## src/rtl/pipelined_adder_pkg.sv

```systemverilog
// Shared constants and elaboration helpers for the segmented pipelined add/subtract unit.
package pipelined_adder_pkg;

    localparam int unsigned DEF_WIDTH = 32;
    localparam int unsigned DEF_SEG   = 8;

    function automatic int unsigned stages_f(input int unsigned width, input int unsigned seg);
        return (seg == 0) ? 32'd1 : width / seg;
    endfunction

    // Legal when the operand splits into a whole number of non-empty segments.
    function automatic bit cfg_ok_f(input int unsigned width, input int unsigned seg);
        return (seg >= 1) && (width >= seg) && ((width % seg) == 0);
    endfunction

endpackage

```

## src/rtl/pipelined_seg_adder_if.sv

```systemverilog
// Operand/result handshake bundle for pipelined_seg_adder.
interface pipelined_seg_adder_if
    import pipelined_adder_pkg::*;
#(
    parameter int unsigned WIDTH = DEF_WIDTH
);

    logic             in_valid;
    logic             in_ready;
    logic [WIDTH-1:0] A;
    logic [WIDTH-1:0] B;
    logic             Cin;
    logic             Sub;
    logic             out_valid;
    logic             out_ready;
    logic [WIDTH-1:0] Sum;
    logic             Cout;
    logic             Ovf;

    modport master (
        output in_valid, A, B, Cin, Sub, out_ready,
        input  in_ready, out_valid, Sum, Cout, Ovf
    );

    modport slave (
        input  in_valid, A, B, Cin, Sub, out_ready,
        output in_ready, out_valid, Sum, Cout, Ovf
    );

endinterface

```

## src/rtl/seg_adder.sv

```systemverilog
// Combinational SEG-bit ripple adder from full-adder cells; also exposes the carry into its top bit.
module seg_adder
    import pipelined_adder_pkg::*;
#(
    parameter int unsigned SEG = DEF_SEG
) (
    input  logic [SEG-1:0] a,
    input  logic [SEG-1:0] b,
    input  logic           cin,
    output logic [SEG-1:0] sum,
    output logic           cout,
    output logic           c_msb
);

    logic [SEG:0] c;

    assign c[0] = cin;

    for (genvar i = 0; i < SEG; i++) begin : g_fa
        assign sum[i]   = a[i] ^ b[i] ^ c[i];
        assign c[i+1]   = (a[i] & b[i]) | (c[i] & (a[i] ^ b[i]));
    end

    assign cout  = c[SEG];
    assign c_msb = c[SEG-1];

endmodule

```

## src/rtl/pipelined_seg_adder.sv

```systemverilog
// Pipelined WIDTH-bit add/subtract: one SEG-bit carry segment per stage, carry registered between stages.
module pipelined_seg_adder
    import pipelined_adder_pkg::*;
#(
    parameter int unsigned WIDTH = DEF_WIDTH,
    parameter int unsigned SEG   = DEF_SEG
) (
    input  logic                 clk,
    input  logic                 rst_n,
    pipelined_seg_adder_if.slave io
);

    localparam int unsigned STAGES = stages_f(WIDTH, SEG);
    localparam int unsigned LAST   = STAGES - 1;

    if (!cfg_ok_f(WIDTH, SEG)) begin : g_cfg_check
        $error("pipelined_seg_adder: WIDTH must be a non-zero multiple of SEG");
    end

    logic             adv_c;

    // Rank k holds finished sum segments below k and raw A segments from k upward.
    logic             v_q [STAGES];
    logic             v_d [STAGES];
    logic [WIDTH-1:0] x_q [STAGES];
    logic [WIDTH-1:0] x_d [STAGES];
    logic [WIDTH-1:0] b_q [STAGES];
    logic [WIDTH-1:0] b_d [STAGES];
    logic             c_q [STAGES];
    logic             c_d [STAGES];

    logic [SEG-1:0]   seg_sum_w [STAGES];
    logic             seg_co_w  [STAGES];
    logic             cm_top_w;

    logic             out_valid_q, out_valid_d;
    logic [WIDTH-1:0] sum_q, sum_d;
    logic             cout_q, cout_d;
    logic             ovf_q, ovf_d;

    for (genvar k = 0; k < STAGES; k++) begin : g_stage
        logic cm_w;

        seg_adder #(.SEG(SEG)) u_seg (
            .a     (x_q[k][k*SEG +: SEG]),
            .b     (b_q[k][k*SEG +: SEG]),
            .cin   (c_q[k]),
            .sum   (seg_sum_w[k]),
            .cout  (seg_co_w[k]),
            .c_msb (cm_w)
        );

        // Only the top segment's internal carry feeds the overflow flag.
        if (k == LAST) begin : g_top
            assign cm_top_w = cm_w;
        end else begin : g_mid
            logic c_msb_unused;
            assign c_msb_unused = cm_w;
        end
    end

    always_comb begin
        adv_c = !out_valid_q || io.out_ready;

        for (int k = 0; k < STAGES; k++) begin
            v_d[k] = v_q[k];
            x_d[k] = x_q[k];
            b_d[k] = b_q[k];
            c_d[k] = c_q[k];
        end
        out_valid_d = out_valid_q;
        sum_d       = sum_q;
        cout_d      = cout_q;
        ovf_d       = ovf_q;

        if (adv_c) begin
            v_d[0] = io.in_valid;
            x_d[0] = io.A;
            b_d[0] = io.Sub ? ~io.B : io.B;
            c_d[0] = io.Sub | io.Cin;

            for (int k = 1; k < STAGES; k++) begin
                v_d[k]                   = v_q[k-1];
                x_d[k]                   = x_q[k-1];
                x_d[k][(k-1)*SEG +: SEG] = seg_sum_w[k-1];
                b_d[k]                   = b_q[k-1];
                c_d[k]                   = seg_co_w[k-1];
            end

            // Result registers only reload on a valid beat so they hold across bubbles.
            out_valid_d = v_q[LAST];
            if (v_q[LAST]) begin
                sum_d                    = x_q[LAST];
                sum_d[LAST*SEG +: SEG]   = seg_sum_w[LAST];
                cout_d                   = seg_co_w[LAST];
                ovf_d                    = seg_co_w[LAST] ^ cm_top_w;
            end
        end
    end

    always_ff @(posedge clk or negedge rst_n) begin
        if (!rst_n) begin
            for (int k = 0; k < STAGES; k++) begin
                v_q[k] <= 1'b0;
                x_q[k] <= '0;
                b_q[k] <= '0;
                c_q[k] <= 1'b0;
            end
            out_valid_q <= 1'b0;
            sum_q       <= '0;
            cout_q      <= 1'b0;
            ovf_q       <= 1'b0;
        end else begin
            for (int k = 0; k < STAGES; k++) begin
                v_q[k] <= v_d[k];
                x_q[k] <= x_d[k];
                b_q[k] <= b_d[k];
                c_q[k] <= c_d[k];
            end
            out_valid_q <= out_valid_d;
            sum_q       <= sum_d;
            cout_q      <= cout_d;
            ovf_q       <= ovf_d;
        end
    end

    assign io.in_ready  = adv_c;
    assign io.out_valid = out_valid_q;
    assign io.Sum       = sum_q;
    assign io.Cout      = cout_q;
    assign io.Ovf       = ovf_q;

endmodule

```

## src/flat_wrapper.sv

```systemverilog
// flat-port wrapper written by rule: the top's interface ports become plain ports
module pipelined_seg_adder_flat import pipelined_adder_pkg::*;
#(
    parameter int unsigned WIDTH = DEF_WIDTH,
    parameter int unsigned SEG   = DEF_SEG
)
  (clk, rst_n, io_in_valid, io_A, io_B, io_Cin, io_Sub, io_out_ready, io_in_ready, io_out_valid, io_Sum, io_Cout, io_Ovf);
  pipelined_seg_adder_if #(.WIDTH(WIDTH)) io_i ();
  input  logic clk;
  input  logic rst_n;
  input wire logic [$bits(io_i.in_valid)-1:0] io_in_valid;
  input wire logic [$bits(io_i.A)-1:0] io_A;
  input wire logic [$bits(io_i.B)-1:0] io_B;
  input wire logic [$bits(io_i.Cin)-1:0] io_Cin;
  input wire logic [$bits(io_i.Sub)-1:0] io_Sub;
  input wire logic [$bits(io_i.out_ready)-1:0] io_out_ready;
  output wire logic [$bits(io_i.in_ready)-1:0] io_in_ready;
  output wire logic [$bits(io_i.out_valid)-1:0] io_out_valid;
  output wire logic [$bits(io_i.Sum)-1:0] io_Sum;
  output wire logic [$bits(io_i.Cout)-1:0] io_Cout;
  output wire logic [$bits(io_i.Ovf)-1:0] io_Ovf;
  assign io_i.in_valid = io_in_valid;
  assign io_i.A = io_A;
  assign io_i.B = io_B;
  assign io_i.Cin = io_Cin;
  assign io_i.Sub = io_Sub;
  assign io_i.out_ready = io_out_ready;
  assign io_in_ready = io_i.in_ready;
  assign io_out_valid = io_i.out_valid;
  assign io_Sum = io_i.Sum;
  assign io_Cout = io_i.Cout;
  assign io_Ovf = io_i.Ovf;
  pipelined_seg_adder #(.WIDTH(WIDTH), .SEG(SEG)) u_core (.clk(clk), .rst_n(rst_n), .io(io_i));
endmodule
```

## config.mk

```make
export PLATFORM = sky130hd
export DESIGN_NAME = pipelined_seg_adder_flat
export DESIGN_NICKNAME = d
export VERILOG_FILES = /design/src/rtl/pipelined_adder_pkg.sv /design/src/rtl/pipelined_seg_adder_if.sv /design/src/rtl/seg_adder.sv /design/src/rtl/pipelined_seg_adder.sv /design/src/flat_wrapper.sv
export SDC_FILE = /design/constraint.sdc
export NUM_CORES = 1
export LEC_CHECK = 0
export CORE_ASPECT_RATIO = 0.7
export CORE_MARGIN = 5
export CORE_UTILIZATION = 52
export DETAILED_ROUTE_END_ITERATION = 8
export GPL_ROUTABILITY_DRIVEN = 0
export GPL_TIMING_DRIVEN = 0
export MAX_ROUTING_LAYER = met4
export PLACE_DENSITY = 0.77
export SYNTH_ARGS = -nofsm -noshare
export SYNTH_HDL_FRONTEND = slang
export SYNTH_SLANG_ARGS = --single-unit
export TNS_END_PERCENT = 10
```

## constraint.sdc

```tcl
create_clock -name clk -period 4 [get_ports clk]
set_clock_uncertainty 0.15 [all_clocks]
set_input_delay 1 -clock clk [delete_from_list [all_inputs] [get_ports clk]]
set_output_delay 1 -clock clk [all_outputs]
set_load 0.02 [all_outputs]
```

After elaboration in Yosys (flattened, before gate mapping) --
Cells that the tools add are included.
Word-level totals: word-level logic and storage cells 187, register bits 299
Operators by class: reductions and logical operators 3, bitwise operators 163, mux-type cells 1
Operators by type and width (count):
- $xor A1 B1 Y1 | 65
- $and A1 B1 Y1 | 64
- $or A1 B1 Y1 | 33
- $mux W32 | 1
- $not A32 Y32 | 1
- $reduce_and A2 Y1 | 1
- $logic_not A1 Y1 | 1
- $logic_or A1 B1 Y1 | 1

Depth between registers and ports, before layout --
word-level depth 18, gate-level depth with buffers 13, mapped depth without buffers 13

Hierarchy --
From an unflattened synthesis, not the netlist that was laid out.
Second synthesis, totals: cell total of the unflattened synthesis 678, area total of the unflattened synthesis 10849.2 um^2
Modules (own cells, without submodules):
- pipelined_seg_adder | seq. area each 6281.0 um^2, instances 1, cells each 606, area an instance 10058.4 um^2
- seg_adder | seq. area each 0.0 um^2, instances 4, cells each 18, area an instance 197.7 um^2

Worst setup path after synthesis --
No wires, ideal clock.
path kind reg2reg, start register u_core.x_q[24] (netlist bit), end register u_core.ovf_q, in the netlist u_core.io.Ovf, data arrival time 3.914 ns, setup time 0.125 ns, required time 3.725 ns, stages on the path, launching flop included 14, path buffers 0, setup slack -0.189 ns, cell sequence dfrtp_1 fa_1 fa_1 fa_1 fa_1 fa_1 inv_1 fa_1 inv_1 fa_1 inv_1 fa_1 xnor2_1 mux2_2
On the way: word-level cells in the longest chain between the ends 18
RTL lines:
- from (decl) | line pipelined_seg_adder.sv:25 | logic [WIDTH-1:0] x_q [STAGES];
- from (signal, indexed assignment) | line pipelined_seg_adder.sv:116 | x_q[k] <= x_d[k];
- $xor A1 B1 Y1 | line seg_adder.sv:21 | assign c[i+1] = (a[i] & b[i]) | (c[i] & (a[i] ^ b[i]));
- $and A1 B1 Y1 | line seg_adder.sv:21
- $or A1 B1 Y1 * | line seg_adder.sv:21
- $and A1 B1 Y1 * | line seg_adder.sv:21
- $or A1 B1 Y1 * | line seg_adder.sv:21
- $and A1 B1 Y1 * | line seg_adder.sv:21
- $or A1 B1 Y1 * | line seg_adder.sv:21
- $and A1 B1 Y1 * | line seg_adder.sv:21
- (+2 left out)
- $or A1 B1 Y1 * | line seg_adder.sv:21
- $and A1 B1 Y1 * | line seg_adder.sv:21
- $or A1 B1 Y1 * | line seg_adder.sv:21
- $and A1 B1 Y1 * | line seg_adder.sv:21
- $or A1 B1 Y1 * | line seg_adder.sv:21
- $and A1 B1 Y1 | line seg_adder.sv:21
- $or A1 B1 Y1 | line seg_adder.sv:21
- $xor A1 B1 Y1 * | line pipelined_seg_adder.sv:96 | ovf_d = seg_co_w[LAST] ^ cm_top_w;
- to (signal assigned) | line pipelined_seg_adder.sv:123 | ovf_q <= ovf_d;
- to (decl) | line pipelined_seg_adder.sv:39 | logic ovf_q, ovf_d;
Mark *: on every way between the ends. The rest lies on a longest branch, timed or not. A chain may end at the register's enable or synchronous reset.

Worst setup path in the final report --
start register u_core.x_q[72] (netlist bit), end register u_core.x_q[47] (netlist bit)
On the way: word-level cells in the longest chain between the ends 16
RTL lines:
- $xor A1 B1 Y1 | line seg_adder.sv:21
- $and A1 B1 Y1 | line seg_adder.sv:21
- $or A1 B1 Y1 * | line seg_adder.sv:21
- $and A1 B1 Y1 * | line seg_adder.sv:21
- $or A1 B1 Y1 * | line seg_adder.sv:21
- $and A1 B1 Y1 * | line seg_adder.sv:21
- $or A1 B1 Y1 * | line seg_adder.sv:21
- $and A1 B1 Y1 * | line seg_adder.sv:21
- $or A1 B1 Y1 * | line seg_adder.sv:21
- $and A1 B1 Y1 * | line seg_adder.sv:21
- $or A1 B1 Y1 * | line seg_adder.sv:21
- $and A1 B1 Y1 * | line seg_adder.sv:21
- $or A1 B1 Y1 * | line seg_adder.sv:21
- $and A1 B1 Y1 * | line seg_adder.sv:21
- $or A1 B1 Y1 * | line seg_adder.sv:21
- $xor A1 B1 Y1 * | line seg_adder.sv:20 | assign sum[i] = a[i] ^ b[i] ^ c[i];
Marks and branches as above.

==> metrics <==
status=complete, no violations; Final Setup Violations=0; clock tree root driver cell=clkbuf_16; Hold/Removal Path Class=primary input to asynchronous set/reset pin; initial drt markers=286; core area=0.0207 mm²; period utilisation layout=97.0%; via count=5694; crit path kind=flip-flop to flip-flop; die width=183 µm; combinational family with the most area after synthesis=multiplexers; initial antenna violation count=0; vias in the first global route=6256; H-tree depth=1; # clock sinks=251; worst vdd ir=0.371 mV; drt pass-1 iters=4; I/O Buffers=104; register area share after synthesis=57.4%; Max clock buf depth=3; XOR/XNOR Fraction of Synth Area=2.64%; per-cell routed wire length=19.3 µm; adder-cell share of the synthesized area=5.86%; hpwl dp=14900 µm; Synth Net Count=797; fmax=258 MHz; Critical Path RT=4290 ps; Final ANT Viol Nets=0; Compound-Gate Fraction of Synth Area=2.56%; clk_lat worst skew=510 ps; LEAKAGE=0.00607 µW; GRT Overall Usage=18.7%; GR Overflow Total=0; Tmin final=3880 ps; critical path launch point type=flip-flop; met1 wire length=10200 µm; commonest non-fill, non-tap cell in the layout=dfrtp_1; PwrDens=841 mW/mm²; Site Rows=44; register bit count reported by yosys=251; post-synthesis cell area=0.0109 mm²; worst path arrival time=4170 ps; final setup TNS=0 ps; synth top area cells=dfrtp_1 57%, mux2_4 21%, fa_1 5.9%; maximum number of pins on one net before global-route repair=116; first-pass GRT wire length=34800 µm; mux cell area share after synthesis=25.2%; Overall Power=11100 µW; Worst-path clk slew=60 ps; met2 routed WL=9590 µm; share of cells above drive strength 1=35.2%; IO Pins=106; Rel. slew slack=59.2%; CTS tree=done; max-cap violation count=0; Mapped Cells=695; Detailed Route WL=21500 µm; critical path startpoint=u_core.x_q[72]; cts bufs inserted=24; drt via density=5.09; unrepaired setup endpoints after global routing=true; top-area cell type share of the netlist area=57.4%; Fin. Hold Viols=0; Synth Area in Simple Gates=2.24%; DRC violations left=0; Syn Area/Cell=15.7 µm²; initial core utilization=52.8%; Hold Slack=223 ps; Max Used Layer=met4; Crit Reg-Reg Startpoint=u_core.x_q[72]; worst-path maximum fanout=2; Total Nets Final=930; Distinct cells, synth=20; commonest cells after routing, fill and taps aside=251 x dfrtp_1, 152 x mux2_4, 102 x clkdlybuf4s50_1, 41 x nor2_1, 39 x a21oi_1; number of max-slew violations in the final report=0; met3 wire length=1370 µm; Worst-Margin Slew=612 ps; Die Y=131 µm; Crit. End Element=flip-flop; yosys warns=0; Synth area leader=dfrtp_1; area delta synth->final=21.1%; Die ar.=0.0241 mm²; n_diodes=0
synthesized netlist by cell type, drive strengths merged:
| master | number |
|---|---|
| a21oi | 40 |
| mux2 | 191 |
| o21ai | 16 |
| clkbuf | 1 |
| inv | 31 |
| mux2i | 3 |
| nor2 | 41 |
| buf | 37 |
| xnor2 | 31 |
| nand2 | 17 |
| nand2b | 2 |
| fa | 32 |
| dfrtp | 251 |
| xor2 | 2 |
worst paths after layout:
kind                       depth (start not counted)                to  slack, ps
setup / recovery                                  12    u_core.x_q[47]        120
hold / removal                                     1  u_core.io.Sum[2]        220
setup reg to reg                                  12    u_core.x_q[47]        120
hold reg to reg                                    2    u_core.b_q[73]        330
max in group asynchronous                          3    u_core.x_q[18]       2170
min in group clk                                   2    u_core.b_q[73]        330
per-stage QoR:
stage	instance area, µm²	utilization [%]	setup slack (ps)	cells
final	13200	64.0	121	1118
after global routing	13200	64.0	-21.6	1118
after CTS	13200	63.9	-14.9	1118
after detailed placement	12400	59.9	-294	1077
after global placement	12300	59.6	-8710	1075
after floorplan	11000	-	-32.8	695
cell families after synthesis:
logic type               after synthesis
buffers and inverters                 69
AND/OR/NAND/NOR                       60
flip-flops                           251
multiplexers                         194
XOR/XNOR                              33
adder cells (fa/ha/maj)               32
AO/OA/AOI/OAI                         56
worst max-delay path: stages, from the launching register on:
cell	delay [ps]
dfrtp_1	410
fa_2	390
inv_2	70
fa_1	160
inv_1	60
fa_2	400
fa_2	400
fa_2	380
fa_2	350
fa_1	430
inv_1	90
fa_1	380
a21oi_1	140
report_power, final:
| part | internal (µW) | switching (µW) |
|---|---|---|
| Sequential | 3720 | 743 |
| Clock | 1340 | 929 |
| Combinational | 2630 | 1770 |
| Total | 7690 | 3440 |
area by class of cell:
cell class / count / area [µm²]
Fill cell: 1529 / 7460
Multi-Input combinational cell: 375 / 4270
Sequential cell: 251 / 6280
Clock inverter: 4 / 45.0
Tap cell: 276 / 345
Buffer: 38 / 332
Clock buffer: 36 / 747
Timing Repair Buffer: 107 / 1110
Inverter: 31 / 116
sequential cells by signal (all words and copies together) (netlist names):
name                 cells
u_core.b_q              80
u_core.c_q               4
u_core.io.Cout           1
u_core.io.Ovf            1
u_core.io.Sum           32
u_core.io.out_valid      1
u_core.v_q               4
u_core.x_q             128
what timing repair did:
item / 4_1_cts / 5_1_grt
hold buffers: 0 / 0
pin swaps: 5 / 9
resized for setup: 15 / 9
buffers inserted: 1 / 0
setup endpoints to repair: 8 / 5
layer usage:
layer	vias up	GRT usage, %
li1	2584	-
met1	2949	27.4
met2	135	27.6
met3	26	4.17
met4	0	2.94
met5	-	-
Power figures use the tool's default switching activity.
